### src/rtl/prog_ctr_pkg.sv
// Shared types for the program-counter sequencer: FSM states and next-PC sources.
package prog_ctr_pkg;

    typedef enum logic [1:0] {
        ST_IDLE = 2'd0,
        ST_RUN  = 2'd1,
        ST_DONE = 2'd2
    } pc_state_e;

    typedef enum logic [2:0] {
        SEL_HOLD = 3'd0,
        SEL_INC  = 3'd1,
        SEL_ABS  = 3'd2,
        SEL_REL  = 3'd3,
        SEL_CALL = 3'd4,
        SEL_RET  = 3'd5
    } pc_sel_e;

    // A redirect is any next-PC source that leaves the sequential flow.
    function automatic logic is_redirect(input pc_sel_e sel);
        return (sel == SEL_ABS) || (sel == SEL_REL) ||
               (sel == SEL_CALL) || (sel == SEL_RET);
    endfunction

endpackage

### src/rtl/prog_ctr_ret_stack.sv
// Return-address LIFO with zero-latency pop: data_o always shows the top entry.
module prog_ctr_ret_stack
    import prog_ctr_pkg::*;
#(
    parameter int L        = 10,
    parameter int RS_DEPTH = 4
) (
    input  logic         clk_i,
    input  logic         srst_i,
    input  logic         clr_i,
    input  logic         push_i,
    input  logic         pop_i,
    input  logic [L-1:0] data_i,
    output logic [L-1:0] data_o,
    output logic         full_o,
    output logic         empty_o
);

    localparam int AW = $clog2(RS_DEPTH);

    logic [L-1:0]  mem_q [RS_DEPTH];
    logic [AW:0]   cnt_q;
    logic [AW:0]   cnt_d;
    logic [AW-1:0] top_idx;
    logic [AW-1:0] wr_idx;

    assign wr_idx  = cnt_q[AW-1:0];
    assign top_idx = cnt_q[AW-1:0] - AW'(1);
    assign full_o  = (cnt_q == (AW+1)'(RS_DEPTH));
    assign empty_o = (cnt_q == '0);
    assign data_o  = mem_q[top_idx];

    always_comb begin
        cnt_d = cnt_q;
        if (clr_i) begin
            cnt_d = '0;
        end else if (push_i && !full_o) begin
            cnt_d = cnt_q + (AW+1)'(1);
        end else if (pop_i && !empty_o) begin
            cnt_d = cnt_q - (AW+1)'(1);
        end
    end

    always_ff @(posedge clk_i) begin
        if (srst_i) begin
            cnt_q <= '0;
        end else begin
            cnt_q <= cnt_d;
        end
    end

    // Entries themselves need no reset; the count alone defines validity.
    generate
        for (genvar gi = 0; gi < RS_DEPTH; gi++) begin : g_entry
            always_ff @(posedge clk_i) begin
                if (!srst_i && !clr_i && push_i && !full_o && wr_idx == AW'(gi)) begin
                    mem_q[gi] <= data_i;
                end
            end
        end
    endgenerate

endmodule

### src/rtl/prog_ctr_seq.sv
// Program-counter sequencer: IDLE/RUN/DONE FSM, branches, call/return stack, sticky stack error.
// Optional taken-redirect counter output BranchCnt enabled by PROG_CTR_BRANCH_CNT_EN.
module prog_ctr_seq
    import prog_ctr_pkg::*;
#(
    parameter int L          = 10,
    parameter int RS_DEPTH   = 4,
    parameter int START_ADDR = 0,
    parameter int CW         = 8
) (
    input  logic         Clk,
    input  logic         Reset,
    input  logic         Start,
    input  logic         Stall,
    input  logic         Halt,
    input  logic         Cond,
    input  logic         BranchAbs,
    input  logic         BranchRel,
    input  logic         Call,
    input  logic         Ret,
    input  logic [L-1:0] Target,
    output logic [L-1:0] ProgCtr,
`ifdef PROG_CTR_BRANCH_CNT_EN
    output logic [CW-1:0] BranchCnt,
`endif
    output logic         Running,
    output logic         Done,
    output logic         StackErr
);

    localparam logic [L-1:0] START_PC = L'(START_ADDR);

    pc_state_e    state_q, state_d;
    pc_sel_e      sel;
    logic [L-1:0] pc_q, pc_d;
    logic         err_q, err_d;
    logic         stk_push, stk_pop, stk_clr;
    logic         stk_full, stk_empty;
    logic [L-1:0] stk_top;
    logic [L-1:0] pc_inc;

    assign pc_inc = pc_q + L'(1);

    prog_ctr_ret_stack #(
        .L        (L),
        .RS_DEPTH (RS_DEPTH)
    ) u_ret_stack (
        .clk_i   (Clk),
        .srst_i  (Reset),
        .clr_i   (stk_clr),
        .push_i  (stk_push),
        .pop_i   (stk_pop),
        .data_i  (pc_inc),
        .data_o  (stk_top),
        .full_o  (stk_full),
        .empty_o (stk_empty)
    );

    // FSM next state and next-PC source selection.
    always_comb begin
        state_d  = state_q;
        sel      = SEL_HOLD;
        err_d    = err_q;
        stk_push = 1'b0;
        stk_pop  = 1'b0;
        stk_clr  = 1'b0;
        case (state_q)
            ST_IDLE, ST_DONE: begin
                if (Start) begin
                    state_d = ST_RUN;
                    stk_clr = 1'b1;
                end
            end
            ST_RUN: begin
                if (Halt) begin
                    state_d = ST_DONE;
                end else if (Stall) begin
                    sel = SEL_HOLD;
                end else if (Ret) begin
                    if (stk_empty) begin
                        sel   = SEL_INC;
                        err_d = 1'b1;
                    end else begin
                        sel     = SEL_RET;
                        stk_pop = 1'b1;
                    end
                end else if (Call) begin
                    if (stk_full) begin
                        sel   = SEL_INC;
                        err_d = 1'b1;
                    end else begin
                        sel      = SEL_CALL;
                        stk_push = 1'b1;
                    end
                end else if (BranchAbs && Cond) begin
                    sel = SEL_ABS;
                end else if (BranchRel && Cond) begin
                    sel = SEL_REL;
                end else begin
                    sel = SEL_INC;
                end
            end
            default: state_d = ST_IDLE;
        endcase
    end

    // Next-PC mux; a start always restarts from the configured entry point.
    always_comb begin
        pc_d = pc_q;
        if (stk_clr) begin
            pc_d = START_PC;
        end else begin
            case (sel)
                SEL_INC:  pc_d = pc_inc;
                SEL_ABS:  pc_d = Target;
                SEL_REL:  pc_d = pc_q + Target;
                SEL_CALL: pc_d = Target;
                SEL_RET:  pc_d = stk_top;
                default:  pc_d = pc_q;
            endcase
        end
    end

    always_ff @(posedge Clk) begin
        if (Reset) begin
            state_q <= ST_IDLE;
            pc_q    <= START_PC;
            err_q   <= 1'b0;
        end else begin
            state_q <= state_d;
            pc_q    <= pc_d;
            err_q   <= err_d;
        end
    end

    assign ProgCtr  = pc_q;
    assign StackErr = err_q;
    assign Running  = (state_q == ST_RUN);
    assign Done     = (state_q == ST_DONE);

`ifdef PROG_CTR_BRANCH_CNT_EN
    logic [CW-1:0] cnt_q, cnt_d;

    always_comb begin
        cnt_d = cnt_q;
        if (stk_clr) begin
            cnt_d = '0;
        end else if (is_redirect(sel) && cnt_q != '1) begin
            cnt_d = cnt_q + CW'(1);
        end
    end

    always_ff @(posedge Clk) begin
        if (Reset) begin
            cnt_q <= '0;
        end else begin
            cnt_q <= cnt_d;
        end
    end

    assign BranchCnt = cnt_q;
`endif

endmodule

### config.mk
export PLATFORM = sky130hd
export DESIGN_NAME = prog_ctr_seq
export DESIGN_NICKNAME = d
export VERILOG_FILES = /design/src/rtl/prog_ctr_pkg.sv /design/src/rtl/prog_ctr_ret_stack.sv /design/src/rtl/prog_ctr_seq.sv
export SDC_FILE = /design/constraint.sdc
export NUM_CORES = 1
export LEC_CHECK = 0
export ABC_AREA = 1
export CORE_AREA = 2 2 79 81
export DETAILED_ROUTE_END_ITERATION = 8
export DIE_AREA = 0 0 81 83
export PLACE_DENSITY = 0.78
export SKIP_LAST_GASP = 1
export SYNTH_ARGS = -nofsm -noshare
export SYNTH_HDL_FRONTEND = slang
export SYNTH_SLANG_ARGS = --single-unit
### constraint.sdc
create_clock -name Clk -period 2.7 [get_ports Clk]
set_clock_uncertainty 0.2 [all_clocks]
set_input_delay 0.405 -clock Clk [delete_from_list [all_inputs] [get_ports Clk]]
set_output_delay 0.405 -clock Clk [all_outputs]
set_load 0.02 [all_outputs]
---- Word-level counts from Yosys, hierarchy flattened ----
Memory sizes are Yosys's and may differ from the RTL's.
Cells that the tools add are included.
W data, S select, Z words.
operators by class
  mux-type cells .......................... 49
  bitwise gates (word level) .............. 2
  $add $sub $neg .......................... 5
  reductions and logical operators ........ 30
  equality and inequality tests ........... 14
operators with widths
  cell                     number
  $pmux W10 S4             1
  $mux W10                 3
  $reduce_or A10 Y1        3
  $mux W1                  28
  $mux W3                  9
  $mux W2                  7
  $logic_and A1 B1 Y1      11
  $add A10 B1 Y10 const B  1
  $add A10 B10 Y10         1
  $eq A3 B3 Y1 const B     3
  $eq A2 B2 Y1 const B     3
  $eq A3 B2 Y1 const B     2
  $reduce_and A6 Y1        1
  $reduce_bool A2 Y1       3
  $reduce_or A2 Y1         3
  $eq A2 B1 Y1 const B     2
  $logic_not A1 Y1         4
  $logic_not A2 Y1         2
  $ne A2 B2 Y1 const B     2
  $pmux W2 S2              1
  $reduce_bool A4 Y1       1
  $add A3 B1 Y3 const B    1
  $eq A3 B1 Y1 const B     1
  $logic_not A3 Y1         1
  other kinds (5)          6
word-level totals
  RAM bits ................................ 40
  output and inout port bits .............. 13
  logic and storage cells ................. 105
  flip-flop bits (word level) ............. 16
  memories kept ........................... 1
memory list
  name               words  width  read ports  clocked after memory_dff  wr ports  line                      RTL
  u_ret_stack.mem_q  4      10     1           0                         1         prog_ctr_ret_stack.sv:21  logic [L-1:0] mem_q [RS_DEPTH];

---- Logic depth before layout (Yosys ltp) ----
  word-level depth ........................ 16
  depth in mapped cells ................... 14

---- Cells and area by module ----
From an unflattened synthesis, not the netlist that was laid out.
second synthesis, totals
  cell total of the unflattened synthesis .. 383
  area total of the unflattened synthesis .. 3318.2 um^2
by module, submodules not included
  module              cells an instance  instances  area each (um^2)  sequential area each (um^2)
  prog_ctr_ret_stack  138                1          1746.7            1261.2
  prog_ctr_seq        245                1          1571.5            260.2

---- Worst setup path after synthesis ----
Ideal clock, no wire load.
  path type ............................... register -> register
  start ................................... register u_ret_stack.cnt_q[0]
  end ..................................... memory u_ret_stack.mem_q[1][0] (enable)
  setup slack ............................. 256 ps
  arrival time ............................ 1868 ps
  path buffers ............................ 1
  required time ........................... 2124 ps
  setup time .............................. 376 ps
  cell stages (with the launch flop) ...... 9
  cells stage by stage .................... dfxtp_1 -> inv_1 -> clkbuf_1 -> ha_1 -> nand2_1 -> nand3_2 -> inv_1 -> nand3_1 -> nor2_1
between the ends
  word-level cells in the longest chain between the ends .. 16
  elaborated cells between the ends (all ways) .. 35
  classes of those cells .................. eq/ne: 4; mux: 20; reduce/logical: 11
ends and longest elaborated chain
  item                                                       line                      RTL
  start, declared                                            prog_ctr_ret_stack.sv:22  logic [AW:0] cnt_q;
  start signal, assigned                                     prog_ctr_ret_stack.sv:48  cnt_q <= cnt_d;
  $eq A3 B3 Y1                                               prog_ctr_ret_stack.sv:29  assign full_o = (cnt_q == (AW+1)'(RS_DEPTH));
  $mux W1                                                    prog_ctr_seq.sv:88        if (stk_full) begin
  $mux W1                                                    prog_ctr_seq.sv:87        end else if (Call) begin
  $mux W1                                                    prog_ctr_seq.sv:79        end else if (Ret) begin
  $mux W1                                                    prog_ctr_seq.sv:77        end else if (Stall) begin
  $mux W1                                                    prog_ctr_seq.sv:75        if (Halt) begin
  $mux W1                                                    prog_ctr_seq.sv:67        case (state_q)
  $logic_and A1 B1 Y1 (3 in a row)                           prog_ctr_ret_stack.sv:56  if (!srst_i && !clr_i && push_i && !full_o && wr_idx == AW'(gi)) begin
  $mux W1                                                    prog_ctr_ret_stack.sv:56
  $mux W1 (not written as such)                              prog_ctr_ret_stack.sv:57  mem_q[gi] <= data_i;
  $reduce_or A10 Y1 (no line)                                --
  $mux W2 (no line) or $mux W1 (tied branches) (3 in a row)  --
  end, declared                                              prog_ctr_ret_stack.sv:21
Several ways; a longest one is shown, not always the timed one.

---- Worst setup path in the final report ----
  start ................................... register u_ret_stack.cnt_q[1]
  end ..................................... register u_ret_stack.cnt_q[2]
between the ends
  word-level cells in the longest chain between the ends .. 9
  elaborated cells between the ends (all ways) .. 22
  classes of those cells .................. add/sub: 2; eq/ne: 1; mux: 13; reduce/logical: 6
ends and longest elaborated chain
  item                                           line                      RTL
  $eq A3 B3 Y1                                   prog_ctr_ret_stack.sv:29
  $mux W1                                        prog_ctr_seq.sv:88
  $mux W1                                        prog_ctr_seq.sv:87
  $mux W1                                        prog_ctr_seq.sv:79
  $mux W1                                        prog_ctr_seq.sv:77
  $mux W1                                        prog_ctr_seq.sv:75
  $mux W1                                        prog_ctr_seq.sv:67
  $logic_and A1 B1 Y1                            prog_ctr_ret_stack.sv:37  end else if (push_i && !full_o) begin
  $mux W3 or $reduce_bool A2 Y1 (tied branches)  --
Several ways; a longest one is shown, not always the timed one. The select of a mux whose other input is x is not followed.
A chain may end at the register's enable or synchronous reset.

==> run summary <==
The via-per-instance ratio is roughly 5.5. The floorplan step defined a die boundary enclosing a little under 7000 µm². The number of nets handed over by synthesis was approximately 400. In this run, synthesis inferred 40 flip-flops with an integrated enable. For this run, the leading register cell type out of synthesis is sky130_fd_sc_hd__edfxtp_1. The die width came out at ~80 µm. The critical path launch point type is a register. The die is roughly 83 µm tall. Summing every instance area after synthesis gives about 3300 µm². The setup violation total in the final timing report came out at 0. The maximum number of pins on one net before global-route repair came out at 25. In this run, synthesis produced a sequential element count of 56. The number of gates resized after CTS was 0. The number of H-tree branching levels is 2. The fraction of power consumed by combinational cells is 0.093. The max capacitance violation total came out at 0.

STA puts the critical path data arrival time at ~2.3 ns. The share of synthesized cell area in full adder, half adder and majority cells is 0.06615. The first routing iteration left between 150 and 200 violations. The total wire length came out at 7.418 mm. By count the netlist is led by 77 x sky130_fd_sc_hd__nand2_1, 47 x sky130_fd_sc_hd__nor2_1, 40 x sky130_fd_sc_hd__edfxtp_1, 30 x sky130_fd_sc_hd__o21ai_0, 28 x sky130_fd_sc_hd__inv_1. The first TritonRoute pass finished after 4 iterations. Yosys mapped the design onto 36 distinct sky130hd cell types.

The remaining max-slew budget at the tightest pin came out at 0.7084. The net count of the finished layout is between 400 and 500. The tightest min-delay check is of the reg2reg type. The share of async-settable or async-resettable flops after synthesis is 0.

The portion of synthesized area spent on multiplexers is 0. Of all cell types, the one taking the most synthesized area is sky130_fd_sc_hd__edfxtp_1. After synthesis, the largest family of logic cells by area is simple AND/OR/NAND/NOR gates.

The initial antenna violation count came out at 0. The minimum clock period came out at roughly 2.3 ns. The share of the synthesized netlist area taken by xor and xnor gates is 0.03231. The number of failing hold endpoints at the final stage is 0. The switching power as a share of total power came out at 0.2465. During I/O placement, the number of pins put on the boundary was 33. The clock power share is 0.314. The delay of the slowest critical-path stage is around 0.42 ns. At the worst endpoint, the required time is 2.71 ns. The via count of the first global-routing pass came out at around 2600. The final weighted congestion in routability-driven placement is about 0.86. After clock tree synthesis, the clock-pin slew on the worst setup and hold paths is roughly 0.1 ns. TritonCTS built the clock tree. Counting both buffers and inverters, the worst setup path holds a total of 2. The clock reaches the later pin of the worst-skew pair after 0.32 ns. The ratio of total power to cell area is slightly above 400 nW/µm². The share of total power in sequential cells came out at 0.593.

TritonCTS created 5 clock buffers. Final hold analysis gives a worst-case slack of 0.2593 ns. The critical path in this run is classified as reg2reg. The dominant cell by count in the synthesized netlist is sky130_fd_sc_hd__nand2_1. The total clock sinks came out at 56. The initial cell density of the core is 0.5594. Setup repair after global routing left no endpoint under its margin. The largest fanout on the critical path came out at 4. The placed wire-length estimate is between 5 and 6 mm. Measured on the finished design, the core utilization comes to 0.6525. STA classifies the critical path endpoint as a register. In this run the core area contains 28 standard-cell rows. The category of cells accounting for the largest share of critical-path delay is adder cells. The proportion of layout cells with a drive suffix above 1 is 0.1092.

The total track usage came out at 0.2376. The Yosys warning count came out at 0. The period utilization came out at 0.8524. The measured slew at the worst slew-check pin came out at between 0.4 and 0.5 ns. The run finished with clean final reports.

The cell count after synthesis is 371. The layout overhead on the synthesized area came out at 16.65%. The slowest stage of the critical path is the sky130_fd_sc_hd__dfxtp_1 cell. The final number of max-transition violations is 0.

The cell leakage power is approximately 1.6 nW. The overall via count from detail_route came out at 2681. The clock root buffer master is sky130_fd_sc_hd__clkbuf_8. The total power of the final layout is about 1.6 mW.

The total global routing overflow is 0. Post-CTS timing repair inserted 0 buffers for setup. The clock passes through at most 2 buffers. The number of input and output port buffers inserted is 32. The remaining design rule violation count came out at 0. The maximum clock frequency came out at ~0.43 GHz. Walking the worst path, the cells encountered are inv_1, ha_1, nand2_1, nand3_2, inv_1, nand2_1, fa_1, xnor2_1, nor2_1, o21ai_0, a21oi_1.

Across the VDD grid, the largest voltage drop is 0.2646 mV. The simple-gate share of the synthesized area came out at 0.2704. The average routed wire per standard cell is roughly 15 µm.

The internal power summed over all cells is ~1.2 mW. In this run the standard cell core region covers approximately 5800 µm². After detailed placement, the design holds a cell count of 479. The filler-free cell count of the finished design is roughly 500. The repair_antennas step left the layout with diodes totalling 0. The share of the synthesized area in compound gates (AO/OA/AOI/OAI) came out at 0.1112. The setup TNS is 0 ns. The net switching power is 0.3831 mW. The number of routed nets with antenna violations came out at 0. Sorting the synthesized cells by area gives the leading types as sky130_fd_sc_hd__edfxtp_1 37%, sky130_fd_sc_hd__dfxtp_1 9.8%, sky130_fd_sc_hd__nand2_1 8.9%. The first global-routing pass estimated 12.48 mm of wire. For this run, the register share of the synthesized area comes to 0.4677.

The area share of the largest cell type after synthesis came out at 0.3692. The synthesized area per cell is around 8.8 µm². Hold repair after CTS inserted 0 buffers.
[area by class of cell]
cell class / instances / area, µm²
Clock inverter: 3 / 27.53
Tap cell: 75 / 93.84
Sequential cell: 56 / 1521
Inverter: 34 / 133.9
Timing Repair Buffer: 41 / 387.9
Fill cell: 503 / 2021
Multi-Input combinational cell: 273 / 1562
Clock buffer: 5 / 68.82
[layout by cell type (no fill, tap or decap), types with 2 or more instances in the layout]
| master | n |
|---|---|
| sky130_fd_sc_hd__nor2_2 | 2 |
| sky130_fd_sc_hd__edfxtp_1 | 40 |
| sky130_fd_sc_hd__nor2_8 | 2 |
| sky130_fd_sc_hd__fa_1 | 2 |
| sky130_fd_sc_hd__o21ai_0 | 30 |
| sky130_fd_sc_hd__nand4_1 | 3 |
| sky130_fd_sc_hd__ha_1 | 14 |
| sky130_fd_sc_hd__nand2_1 | 77 |
| sky130_fd_sc_hd__nand2_4 | 3 |
| sky130_fd_sc_hd__clkdlybuf4s50_1 | 32 |
| sky130_fd_sc_hd__xnor2_1 | 4 |
| sky130_fd_sc_hd__nand3b_1 | 4 |
| sky130_fd_sc_hd__nand3_4 | 2 |
| sky130_fd_sc_hd__buf_4 | 9 |
| sky130_fd_sc_hd__nor2_4 | 2 |
| sky130_fd_sc_hd__o22ai_1 | 9 |
| sky130_fd_sc_hd__inv_1 | 28 |
| sky130_fd_sc_hd__clkbuf_8 | 5 |
| sky130_fd_sc_hd__a21oi_1 | 23 |
| sky130_fd_sc_hd__xor2_1 | 8 |
| sky130_fd_sc_hd__dfxtp_1 | 16 |
| sky130_fd_sc_hd__o21a_1 | 2 |
| sky130_fd_sc_hd__nor2_1 | 47 |
| sky130_fd_sc_hd__inv_4 | 2 |
| sky130_fd_sc_hd__nand3_1 | 24 |
| sky130_fd_sc_hd__o21ai_1 | 2 |
| sky130_fd_sc_hd__nand3_2 | 2 |
| sky130_fd_sc_hd__inv_2 | 3 |
| sky130_fd_sc_hd__nand2_2 | 5 |
[cell families (layout without fill, tap and decap cells)]
| kind of cell | Yosys count | after routing |
|---|---|---|
| AOI/OAI and AO/OA | 68 | 68 |
| xor gates and xnor gates | 12 | 12 |
| adders and majority gates | 16 | 16 |
| buffers and inverters | 42 | 83 |
| DFF | 56 | 56 |
| and+or+nand+nor | 177 | 177 |
[state kept, by name, summed over array words and instances (netlist names)]
| signal | count |
|---|---|
| u_ret_stack.cnt_q | 3 |
| u_ret_stack.mem_q | 40 |
| ProgCtr | 10 |
| state_q | 2 |
| StackErr | 1 |
[per-layer routing]
metal  vias to the layer above  GRT usage  share of wire
li1                       1328          -              -
met4                         0    0.06780          0.015
met3                        11    0.02283          0.048
met1                      1251     0.3352           0.45
met2                        91     0.3877           0.49
met5                         -          0              0
[power groups by stage]
stage	combinational [mW]	clock (mW)	sequential [mW]
2_1_floorplan	0.0794	0	0.942
3_3_place_gp	0.141	0	0.940
3_5_place_dp	0.144	0	0.941
4_1_cts	0.144	0.490	0.921
5_1_grt	0.159	0.518	0.922
6_report	0.145	0.488	0.921
[metrics by stage]
step	area, µm²	setup WS, ns
finish	3795	0.3986
global placement	3699	0.2050
CTS	3795	0.3826
detailed placement	3699	0.1787
global route	3795	0.1468
floorplan	3253	0.2561
[worst register-to-register path, stage by stage (launching register included)]
cell and delay [ns]:
sky130_fd_sc_hd__dfxtp_1 0.42, sky130_fd_sc_hd__inv_1 0.11, sky130_fd_sc_hd__ha_1 0.23, sky130_fd_sc_hd__nand2_1 0.11
sky130_fd_sc_hd__nand3_2 0.14, sky130_fd_sc_hd__inv_1 0.10, sky130_fd_sc_hd__nand2_1 0.07, sky130_fd_sc_hd__fa_1 0.38
sky130_fd_sc_hd__xnor2_1 0.17, sky130_fd_sc_hd__nor2_1 0.07, sky130_fd_sc_hd__o21ai_0 0.15, sky130_fd_sc_hd__a21oi_1 0.05
[worst paths after layout]
kind | from | endpoint | slack, ns | cells past startpoint
setup reg to reg | u_ret_stack.cnt_q[1] | u_ret_stack.cnt_q[2] | 0.40 | 11
setup / recovery | u_ret_stack.cnt_q[1] | u_ret_stack.cnt_q[2] | 0.40 | 11
hold reg to reg | StackErr | StackErr | 0.26 | 2
hold / removal | StackErr | StackErr | 0.26 | 2
Note: power is estimated with default switching activity, not from simulation.
